File: config.mk
export PLATFORM = sky130hd
export DESIGN_NAME = rom_addr_seq_flat
export DESIGN_NICKNAME = d
export VERILOG_FILES = /design/src/rtl/rom_addr_seq_if.sv /design/src/rtl/rom_addr_seq.sv /design/src/flat_wrapper.sv
export SDC_FILE = /design/constraint.sdc
export NUM_CORES = 1
export LEC_CHECK = 0
export CORE_MARGIN = 4
export CORE_UTILIZATION = 33
export CTS_CLUSTER_DIAMETER = 40
export DETAILED_ROUTE_END_ITERATION = 8
export PLACE_DENSITY = 0.59
export SYNTH_ARGS = -nofsm -noshare
export SYNTH_HDL_FRONTEND = slang
export SYNTH_SLANG_ARGS = --single-unit
File: constraint.sdc
create_clock -name clk_i -period 2.7 [get_ports clk_i]
set_input_delay 0.54 -clock clk_i [delete_from_list [all_inputs] [get_ports clk_i]]
set_output_delay 0.54 -clock clk_i [all_outputs]
set_load 0.1 [all_outputs]
File: src/rtl/rom_addr_seq_if.sv
// Control/status bundle between a sequencer client and rom_addr_seq.
// The client drives the window and mode controls; the sequencer returns the registered address.
interface rom_addr_seq_if #(
    parameter int unsigned AW = 5
);
    logic          run;
    logic          dir;
    logic          oneshot;
    logic          restart;
    logic [AW-1:0] lo;
    logic [AW-1:0] hi;
    logic [AW-1:0] address;
    logic          tick;
    logic          done;

    modport master (
        output run, dir, oneshot, restart, lo, hi,
        input  address, tick, done
    );

    modport slave (
        input  run, dir, oneshot, restart, lo, hi,
        output address, tick, done
    );
endinterface

File: src/rtl/rom_addr_seq.sv
// Steps a ROM address through the window [lo, hi] once every DIVISOR clocks,
// up or down, looping or stopping once. All outputs are registered.
module rom_addr_seq #(
    parameter int unsigned DIVISOR = 12000000,
    parameter int unsigned AW      = 5
) (
    input  logic            clk_i,
    input  logic            rst_ni,
    rom_addr_seq_if.slave   bus
);
    localparam int unsigned PW = (DIVISOR > 1) ? $clog2(DIVISOR) : 1;
    localparam logic [PW-1:0] LastCnt = PW'(DIVISOR - 1);
    localparam logic [PW-1:0] CntOne  = PW'(1);
    localparam logic [AW-1:0] AddrOne = AW'(1);

    typedef enum logic [1:0] {StIdle, StRun, StPause, StDone} state_e;

    state_e        state_q, state_d;
    logic [PW-1:0] presc_q, presc_d;
    logic [AW-1:0] addr_q, addr_d;
    logic          tick_q, tick_d;
    logic          done_q, done_d;

    logic [AW-1:0] start_addr;
    logic          at_end;

    // Start and wrap targets coincide: lo going up, hi going down.
    assign start_addr = bus.dir ? bus.hi : bus.lo;
    // Inclusive compare keeps the address in-window if the bounds move under it.
    assign at_end     = bus.dir ? (addr_q <= bus.lo) : (addr_q >= bus.hi);

    always_comb begin
        state_d = state_q;
        presc_d = presc_q;
        addr_d  = addr_q;
        tick_d  = 1'b0;
        done_d  = done_q;

        if (bus.restart) begin
            // Restart wins over a coincident step: no tick, no DONE entry.
            presc_d = '0;
            addr_d  = start_addr;
            done_d  = 1'b0;
            state_d = bus.run ? StRun : StIdle;
        end else begin
            unique case (state_q)
                StIdle: begin
                    if (bus.run) begin
                        addr_d  = start_addr;
                        presc_d = '0;
                        state_d = StRun;
                    end
                end
                StRun: begin
                    if (!bus.run) begin
                        state_d = StPause;
                    end else if (presc_q == LastCnt) begin
                        presc_d = '0;
                        if (at_end) begin
                            if (bus.oneshot) begin
                                state_d = StDone;
                                done_d  = 1'b1;
                            end else begin
                                addr_d = start_addr;
                                tick_d = 1'b1;
                            end
                        end else begin
                            addr_d = bus.dir ? (addr_q - AddrOne) : (addr_q + AddrOne);
                            tick_d = 1'b1;
                        end
                    end else begin
                        presc_d = presc_q + CntOne;
                    end
                end
                StPause: begin
                    if (bus.run) begin
                        state_d = StRun;
                    end
                end
                StDone: begin
                end
                default: begin
                    state_d = StIdle;
                end
            endcase
        end
    end

    always_ff @(posedge clk_i or negedge rst_ni) begin
        if (!rst_ni) begin
            state_q <= StIdle;
            presc_q <= '0;
            addr_q  <= '0;
            tick_q  <= 1'b0;
            done_q  <= 1'b0;
        end else begin
            state_q <= state_d;
            presc_q <= presc_d;
            addr_q  <= addr_d;
            tick_q  <= tick_d;
            done_q  <= done_d;
        end
    end

    assign bus.address = addr_q;
    assign bus.tick    = tick_q;
    assign bus.done    = done_q;
endmodule

File: src/flat_wrapper.sv
// flat-port wrapper written by rule: the top's interface ports become plain ports
module rom_addr_seq_flat 
#(
    parameter int unsigned DIVISOR = 12000000,
    parameter int unsigned AW      = 5
)
  (clk_i, rst_ni, bus_run, bus_dir, bus_oneshot, bus_restart, bus_lo, bus_hi, bus_address, bus_tick, bus_done);
  rom_addr_seq_if #(.AW(AW)) bus_i ();
  input  logic clk_i;
  input  logic rst_ni;
  input wire logic [$bits(bus_i.run)-1:0] bus_run;
  input wire logic [$bits(bus_i.dir)-1:0] bus_dir;
  input wire logic [$bits(bus_i.oneshot)-1:0] bus_oneshot;
  input wire logic [$bits(bus_i.restart)-1:0] bus_restart;
  input wire logic [$bits(bus_i.lo)-1:0] bus_lo;
  input wire logic [$bits(bus_i.hi)-1:0] bus_hi;
  output wire logic [$bits(bus_i.address)-1:0] bus_address;
  output wire logic [$bits(bus_i.tick)-1:0] bus_tick;
  output wire logic [$bits(bus_i.done)-1:0] bus_done;
  assign bus_i.run = bus_run;
  assign bus_i.dir = bus_dir;
  assign bus_i.oneshot = bus_oneshot;
  assign bus_i.restart = bus_restart;
  assign bus_i.lo = bus_lo;
  assign bus_i.hi = bus_hi;
  assign bus_address = bus_i.address;
  assign bus_tick = bus_i.tick;
  assign bus_done = bus_i.done;
  rom_addr_seq #(.DIVISOR(DIVISOR), .AW(AW)) u_core (.clk_i(clk_i), .rst_ni(rst_ni), .bus(bus_i));
endmodule
==> results of run 1 <==
## cell usage after synthesis, drive strengths merged (5+ instances only)
master  count  area (um2)
nand4       8       50.05
mux2        5       56.30
nand3      17       90.09
xor2       22       192.7
mux2i       6       60.06
ha         14       175.2
nand2      15       56.30
buf         5       40.04
dfrtp      33       825.8
inv        12       45.04
a21oi       9       56.31
nor2       31       116.4
## repair_timing
item                       in CTS  in global routing
hold buffers                    0                  0
setup buffers                   0                  1
gates resized for setup         0                  1
setup endpoints to repair       0                  4
## cell type report
type	count	share of cell area [%]
Clock buffer	8	3.435
Timing Repair Buffer	38	12.31
Inverter	12	1.718
Tap cell	77	3.674
Sequential cell	33	31.77
Multi-Input combinational cell	175	47.09
## report_power, final
part | switching, mW | leakage [nW] | internal (mW)
clock | 0.169 | 0.0455 | 0.208
sequential | 0.0313 | 0.442 | 0.518
combinational | 0.277 | 0.700 | 0.182
total | 0.477 | 1.19 | 0.907
## logic make-up after synthesis
group / Yosys count
AO/OA/AOI/OAI: 30
multiplexers: 11
adder cells (fa/ha/maj): 15
XOR/XNOR: 25
AND/OR/NAND/NOR: 94
buffers and inverters: 19
flip-flops: 33
## registers in the layout (all words and copies together), names as in the netlist
name	cells
u_core.bus.address	5
u_core.bus.done	1
u_core.bus.tick	1
u_core.presc_q	24
u_core.state_q	2
## stage by stage
step                      worst slack (ns)  hold WS [ns]  TNS (ns)
after floorplan                    0.01414        0.2444         0
after global placement             -0.1874        0.5144   -0.7623
after detailed placement           -0.2216        0.5185   -0.9059
after CTS                          0.07033        0.5364         0
after global routing              0.001034        0.5752         0
final                               0.1002        0.5306         0
## worst paths after layout
path | endpoint | slack (ns) | startpoint
min in group asynchronous | u_core.presc_q[20] | 0.66 | rst_ni
setup reg to reg | u_core.bus.address[1] | 0.27 | u_core.presc_q[0]
hold / removal | u_core.presc_q[12] | 0.53 | u_core.presc_q[12]
max in group asynchronous | u_core.bus.address[0] | 1.71 | rst_ni
hold reg to reg | u_core.presc_q[12] | 0.53 | u_core.presc_q[12]
setup / recovery | u_core.bus.address[1] | 0.10 | bus_hi[2]
## layer usage
metal  vias up  routed length [um]  global-route usage, %
li1        867                   -                      -
met1       803                2162                  16.71
met2        33                2000                  20.72
met3         5                 273                  3.352
met4         0                  70                  4.945
met5         -                   0                      0
## cell usage in the layout, fill, tap and decap left out, types with 4 or more instances in the layout
master / count
clkbuf_8: 6
nand4_1: 8
and3_1: 4
mux2i_1: 6
nand3_1: 16
inv_1: 12
a21oi_1: 8
ha_1: 14
dfrtp_1: 29
nand2_1: 15
a21o_1: 4
buf_4: 23
mux2_2: 5
xor2_1: 22
nor2_1: 31
clkdlybuf4s50_1: 15
## worst register-to-register path, cell delays in order (launching register included)
cell,delay (ns)
dfrtp_1,0.38
ha_1,0.20
nor4bb_1,0.22
nand3_1,0.11
or4_4,0.58
a31o_4,0.25
a21oi_4,0.21
mux2_2,0.36
==> impl_results.md, run 1 <==
* Pre-antenna DRT Iters at 4
* DR vias at 1,708
* Crit path DAT at 2.77 ns
* Area of the core at 6350 um2
* Initial core utilization at 33.93%
* Mux share of post-synthesis cell area at under 10%
* Post-Synth XOR/XNOR Area at 10.16%
* Critical Path Source Type: primary input
* First-pass GRT wire length at 7.928 mm
* Crit path max fanout at 5
* Critical path's top delay family: compound AO/OA/AOI/OAI gates
* HPWL after DPL at 3.340 mm
* GRT Util Overall at 12.94%
* Post-synthesis simple-gate area fraction at 22.30%
* Synth cell types at 47
* Register area at approximately 830 um2
* Post-Layout Cell Count at 343
* Buf/Inv on CP at 3
* Reg2Reg Depth at 7
* Ys flop type: dfrtp_1
* Maximum clock insertion buffer count at 2
* Post-Syn Instances at 227
* Leakage power total at about 1.2 nW
* Vias per cell at between 4 and 5
* Largest net degree at the start of global routing at 34
* Antenna viol nets, final at 0
* Slew Limit Fails at 0
* Synthesis Warnings at 0
* Vias in the first global route at 1,701
* Fin area at 2623 um2
* Root Buffer: clkbuf_8
* H-tree depth reported by CTS at 2
* Worst path max stage delay at roughly 0.48 ns
* Std-Cell Rows at 29
* # DRC at 0
* Drt first-iter violations at 69
* Flops & latches, synth at 33
* Aggregate routed wire length at 4.507 mm
* Outcome: complete, no violations
* Compound-gate portion of the synthesized area at a little over 10%
* Fin util at between 40% and 50%
* Antenna violations before repair at 0
* Worst slew margin at 69.20%
* Final GP Congestion at around 0.75
* # diodes at 0
* CP Cell Sequence: clkdlybuf4s50_1, inv_1, ha_1, a21o_1, a31oi_1, o21ai_1, buf_4, a31o_4, a21oi_4, mux2_2
* Max Freq at 384.6 MHz
* Period utilization at 96.29%
* Worst setup EP type: flop
* Syn Area/Cell at 9.491 um2
* CTS tree: yes
* Max-cap violations at 0
* Die Ht at 88.80 um
* Post-layout minimum cycle time at 2.600 ns
* Clk_lat worst skew at approximately 0.28 ns
* Die width at about 90 um
* Area grow syn2layout at 21.72%
* Ys async rst share at 100.0%
* Multi-input logic area at around 1200 um2
* Setup violators final at 0
* I/O pin count at 23
* Fin. Hold Viols at 0
* Clock Skew at 0.006722 ns
* Fillcell total at between 600 and 700
* Worst-Margin Slew at 0.4603 ns
* Layout net count at 296
* WP depth at 10
* Die area at 7885 um2
* Cells after DPL at 334
* CTS Buf Count at 5
* Layout cell share with drive strength beyond 1 at 18.42%
* RSZ-0062 raised after global routing: no
* Main combinational cell family by area after synthesis: simple AND/OR/NAND/NOR gates
* Clock Sinks at 33
* Hold WC Path Type: flop to flop
* Total congestion overflow at 0
* CP max-delay cell: clkdlybuf4s50_1
* Synth Cell Area at 2155 um2
* Synth Net Count at 258
* WS Path Type: primary input to flop
* Mean routed wirelength per cell at about 13 um
* Peak supply drop at between 0.3 and 0.4 mV
* Sequential area share after synthesis at between 30% and 40%
* Clk slew on worst S/H paths at around 0.06 ns
* CP Data Required Time at 2.87 ns
* Overall power at 1.385 mW
* Hold depth at 2
* IO Port Bufs at 22
* EDFF count, synth at 0
* Post-synthesis adder-cell area fraction at 9.059%
* Placed Area at roughly 2500 um2
* PwrDens at 528.0 nW/um2
Note: power is estimated with default switching activity, not from simulation.
==> run 2: changes to the inputs <==
--- a/config.mk
+++ b/config.mk
@@ -9,7 +9,7 @@
 export CORE_UTILIZATION = 33
 export CTS_CLUSTER_DIAMETER = 40
 export DETAILED_ROUTE_END_ITERATION = 8
-export PLACE_DENSITY = 0.59
+export PLACE_DENSITY = 0.5
 export SYNTH_ARGS = -nofsm -noshare
 export SYNTH_HDL_FRONTEND = slang
 export SYNTH_SLANG_ARGS = --single-unit
==> run 2 against run 1 <==
Net effect:
- worst hold slack better by 0.0031 ns
- critical path depth down 1
- design area up 2.1%
- register-to-register slack worse by 0.03 ns
- sequential cell count unchanged
- sequential share of layout area down 0.67 points
- final cell count up 2.3%
- wire length up 5.8%
==> impl_results.md, run 2 (same netlist as run 1, synthesis figures left out) <==
* Fillcell total at 618
* Area of the core at 6350 um2
* PwrDens at 520.7 nW/um2
* Clk slew on worst S/H paths at 0.07 ns
* RSZ-0062 raised after global routing: no
* # diodes at 0
* Clock Sinks at 33
* CP Data Required Time at 2.87 ns
* Fin. Hold Viols at 0
* Critical R2R Launch: u_core.bus.address[0]
* Max Freq at approximately 380 MHz
* Post-CTS Repair Setup Buffers at 0
* Clock Skew at 0.003897 ns
* Outcome: complete, no violations
* Initial core utilization at approximately 34%
* HPWL after DPL at 3.578 mm
* Worst Setup SP: bus_hi[2]
* Post-layout minimum cycle time at 2.631 ns
* Register area at approximately 830 um2
* Hold WC Path Type: flop to flop
* Area grow syn2layout at 24.33%
* CTS tree: yes
* Pre-antenna DRT Iters at 4
* Leakage power total at around 1.2 nW
* Setup violators final at 0
* Std-Cell Rows at 29
* Multi-input logic area at 1235 um2
* Root Buffer: clkbuf_8
* Worst slew margin at just over 70%
* Largest register by flop count: u_core.presc_q
* Post-CTS Resized at 0
* Final GP Congestion at roughly 0.74
* Switching Fraction at a little over a third
* Clk_lat worst skew at 0.28 ns
* Peak supply drop at 0.3298 mV
* IO Port Bufs at 22
* Most frequent cells in the layout: nor2_1, buf_4, dfrtp_1
* Max-cap violations at 0
* Hold depth at 2
* Reg2Reg Depth at 8
* Hold Crit Endpoint: u_core.bus.done
* Total congestion overflow at 0
* Period utilization at a little over nine tenths
* Hold Path Origin: u_core.bus.done
* Vias in the first global route at approximately 1,700
* Antenna viol nets, final at 0
* Die Ht at 88.80 um
* Worst-Margin Slew at roughly 0.43 ns
* First-pass GRT wire length at between 8 and 9 mm
* Die area at 7885 um2
* CTS Buf Count at 5
* Layout net count at 304
* Layout cell share with drive strength beyond 1 at a little over a fifth
* Sequential power share at between 30% and 40%
* Internal Power at 0.8920 mW
* WS Path Type: primary input to flop
* Worst R2R Setup Slack at 0.24 ns
* Setup WS pre-CTS at -0.2323 ns
* Crit path DAT at about 2.8 ns
* Crit path max fanout at 4
* H-tree depth reported by CTS at 2
* Drt first-iter violations at between 50 and 60
* Post-CTS Hold Buffers at 0
* Largest net degree at the start of global routing at 34
* PnR worst setup slack at 0.06872 ns
* Maximum clock insertion buffer count at 2
* Critical Path Source Type: primary input
* Worst setup EP type: flop
* Clock Power Share at a little over a quarter
* Max reg flops at 24
* Comb power frac at between 30% and 40%
* Antenna violations before repair at 0
* Mean routed wirelength per cell at between 10 and 15 um
* Die width at roughly 89 um
* Slew Limit Fails at 0
* # DRC at 0
* Vias per cell at 4.903
* DR vias at approximately 1,700
* Fin util at roughly 42%
* Aggregate routed wire length at around 4.8 mm
* I/O pin count at 23
* GRT Util Overall at 13.17%
* RR Endpoint: u_core.bus.address[1]
* Sw Pwr at 0.5029 mW
## run 2: cell count changes in the layout (fill, tap and decap cells not counted)
cell / delta
o21ai_1: -1
clkinv_2: +2
clkinvlp_4: +1
buf_4: +8
clkbuf_8: -1
o21ai_0: +1
clkbuf_1: -2
## run 2: stage by stage
stage | hold WS, ns | std cells | area [um2] | power, mW | setup TNS [ns]
6_report | 0.5337 | 351 | 2679 | 1.395 | 0
5_1_grt | 0.5773 | 351 | 2679 | 1.484 | 0
3_5_place_dp | 0.5234 | 343 | 2592 | 1.045 | -0.9604
4_1_cts | 0.5429 | 351 | 2679 | 1.420 | 0
3_3_place_gp | 0.5212 | 343 | 2592 | 1.045 | -0.8068
2_1_floorplan | 0.2444 | 227 | 2162 | 0.8689 | 0
## run 2: how the worst max path moves through the flow
stage	end	slack, ns	cells past startpoint
floorplan	u_core.bus.address[1]	0.01	7
global placement	u_core.bus.address[2]	-0.20	10
detailed placement	u_core.bus.address[1]	-0.23	9
CTS	u_core.bus.address[1]	0.06	9
global route	u_core.bus.address[2]	0.01	10
finish	u_core.bus.address[1]	0.07	9
## run 2: cell type report
class	count	share of cell area, %
Sequential cell	33	31.11
Inverter	12	1.681
Multi-Input combinational cell	175	46.10
Clock buffer	5	2.569
Timing Repair Buffer	46	14.29
Clock inverter	3	0.6539
Tap cell	77	3.596
## run 2: worst max-delay path, cell delays in order
cell and delay, ns:
clkdlybuf4s50_1 0.48, inv_1 0.05, ha_1 0.28, a21o_1 0.16, a31oi_1 0.16, o21ai_0 0.18
a21boi_1 0.34, mux2_2 0.37, mux2_2 0.26
## run 2: power by group through the flow
stage                     clock network [mW]  logic (mW)  registers [mW]
after floorplan                            0       0.197           0.672
after detailed placement                   0       0.484           0.561
after CTS                              0.383       0.485           0.551
final                                  0.366       0.479           0.550
after global placement                     0       0.483           0.561
after global routing                   0.404       0.525           0.555
## run 2: metal layers
layer | global-route usage (%) | up-vias | wire (um)
met5 | 0 | - | 0
met1 | 17.88 | 807 | 2405
li1 | - | 887 | -
met2 | 21.46 | 23 | 2143
met3 | 2.700 | 4 | 177
met4 | 3.297 | 0 | 40
==> run 3: changes to the inputs <==
--- a/config.mk
+++ b/config.mk
@@ -9,7 +9,9 @@
 export CORE_UTILIZATION = 33
 export CTS_CLUSTER_DIAMETER = 40
 export DETAILED_ROUTE_END_ITERATION = 8
+export MAX_ROUTING_LAYER = met4
 export PLACE_DENSITY = 0.5
 export SYNTH_ARGS = -nofsm -noshare
 export SYNTH_HDL_FRONTEND = slang
 export SYNTH_SLANG_ARGS = --single-unit
+export TNS_END_PERCENT = 20
==> run 3 against run 2 <==
Net effect:
- sequential share of layout area did not move
- clock power hardly changed
- design area did not move
- core utilization stayed put
- non-clock buffer count stayed put
- global-route usage increased by 0.42 points
- clock skew barely moved
- total power barely moved
- combinational power hardly changed
- largest cell class unchanged
- largest power group unchanged
- highest routed layer unchanged
==> impl_results.md, run 3 (same netlist as run 1, synthesis figures left out) <==
* Crit path DAT at 2.80 ns
* Aggregate routed wire length at 4.774 mm
* Drt first-iter violations at 65
* Area grow syn2layout at 24.33%
* CTS tree: yes
* RR Endpoint: u_core.bus.address[1]
* Layout net count at 304
* Die area at 7885 um2
* # diodes at 0
* Critical R2R Launch: u_core.bus.address[0]
* Internal Power at 0.8920 mW
* Hold Path Origin: u_core.bus.done
* Worst path max stage delay at 0.48 ns
* CP Data Required Time at about 2.9 ns
* Vias in the first global route at 1,732
* Setup violators final at 0
* Sequential power share at 39.5%
* Mean routed wirelength per cell at 13.60 um
* Worst setup EP type: flop
* PwrDens at 520.6 nW/um2
* Comb power frac at 34.3%
* Clock Power Share at between 20% and 30%
* Max reg flops at 24
* Pre-antenna DRT Iters at 4
* Overall power at about 1.4 mW
* Largest net degree at the start of global routing at 34
* CP Cell Sequence: clkdlybuf4s50_1, inv_1, ha_1, a21o_1, a31oi_1, o21ai_0, a21boi_1, mux2_2, mux2_2
* Clock Skew at 0.004293 ns
* Reg2Reg Depth at 8
* Sw Pwr at 0.5025 mW
* Maximum clock insertion buffer count at 2
* Slew Limit Fails at 0
* Post-CTS Repair Setup Buffers at 0
* Vias per cell at a little under 5
* Total congestion overflow at 0
* Antenna viol nets, final at 0
* IO Port Bufs at 22
* HPWL after DPL at 3.578 mm
* Buf/Inv on CP at 2
* Fillcell total at 618
* Hold WC Path Type: flop to flop
* Worst R2R Setup Slack at 0.24 ns
* Die Ht at 88.80 um
* Worst Setup SP: bus_hi[2]
* Max Freq at 380.0 MHz
* Clock Sinks at 33
* Layout cell share with drive strength beyond 1 at around 22%
* Final GP Congestion at 0.7523
* Largest register by flop count: u_core.presc_q
* RSZ-0062 raised after global routing: no
* Most Frequent Cell on Critical Path: mux2_2
* Root Buffer: clkbuf_8
* Die width at 88.80 um
* Initial core utilization at 33.93%
* Fin. Hold Viols at 0
* Worst-Margin Slew at 0.4316 ns
* WS Path Type: primary input to flop
* Clk slew on worst S/H paths at 0.07 ns
* Worst hold margin at about 0.53 ns
* Std-Cell Rows at 29
* CTS Buf Count at 5
* DR vias at 1,707
* I/O pin count at 23
* Leakage power total at 1.224 nW
* H-tree depth reported by CTS at 2
* # DRC at 0
* Area of the core at 6350 um2
* Post-CTS Hold Buffers at 0
* Hold Crit Endpoint: u_core.bus.done
* Hold depth at 2
* Most frequent cells in the layout: nor2_1, buf_4, dfrtp_1
* GRT Util Overall at 13.60%
* First-pass GRT wire length at about 8.1 mm
* Fin Setup TNS at 0 ns
* Post-CTS Resized at 0
* Outcome: complete, no violations
* Peak supply drop at around 0.33 mV
* Switching Fraction at 36.03%
* Crit path max fanout at 4
* Antenna violations before repair at 0
* Max-cap violations at 0
* Clk_lat worst skew at 0.28 ns
* Critical path's top delay family: compound AO/OA/AOI/OAI gates
* Worst slew margin at 71.12%
* Period utilization at between 90% and 100%
* Post-layout minimum cycle time at 2.631 ns
* CP max-delay cell: clkdlybuf4s50_1
* Critical Path Source Type: primary input
-- run 3: cell counts in the layout (fill, tap and decap cells not counted) --
No cell type changed its count.
-- run 3: through the flow --
stage | instances | worst slack, ns | instance area, um2 | util, %
floorplan | 227 | 0.01414 | 2162 | -
global placement | 343 | -0.1989 | 2592 | 40.83
detailed placement | 343 | -0.2323 | 2592 | 40.83
CTS | 351 | 0.05579 | 2679 | 42.19
global route | 351 | 0.01301 | 2679 | 42.19
finish | 351 | 0.06866 | 2679 | 42.19
-- run 3: worst reg2reg max path: stages, from the launching register on --
cell,delay (ns)
dfrtp_4,0.51
inv_1,0.14
ha_1,0.24
nand2b_1,0.14
a31oi_1,0.18
o21ai_0,0.18
a21boi_1,0.34
mux2_2,0.37
mux2_2,0.26
-- run 3: area by class of cell --
| cell class | instances | area, um2 | area share [%] |
|---|---|---|---|
| repair buffers | 46 | 382.9 | 14.29 |
| flip-flops and latches | 33 | 833.3 | 31.11 |
| clock inverters | 3 | 17.52 | 0.6539 |
| inverters | 12 | 45.04 | 1.681 |
| multi-input cells | 175 | 1235 | 46.10 |
| clock buffers | 5 | 68.82 | 2.569 |
| well taps | 77 | 96.34 | 3.596 |
-- run 3: how the worst max path moves through the flow --
stage,end,slack [ns],cells after the start
after global routing,u_core.bus.address[2],0.01,10
after global placement,u_core.bus.address[2],-0.20,10
after floorplan,u_core.bus.address[1],0.01,7
final,u_core.bus.address[1],0.07,9
after detailed placement,u_core.bus.address[1],-0.23,9
after CTS,u_core.bus.address[1],0.06,9
-- run 3: routing by layer --
layer	up-vias	global-route usage (%)	share of wire, %
met3	4	2.700	3.7
met4	0	3.297	0.84
met2	21	21.39	45
li1	886	-	-
met1	796	18.00	50
met5	-	-	0
-- run 3: power groups by stage --
stage	Combinational, mW	Clock [mW]	Sequential (mW)
floorplan	0.197	0	0.672
global placement	0.483	0	0.561
detailed placement	0.484	0	0.561
CTS	0.485	0.383	0.551
global route	0.525	0.404	0.555
finish	0.479	0.365	0.550
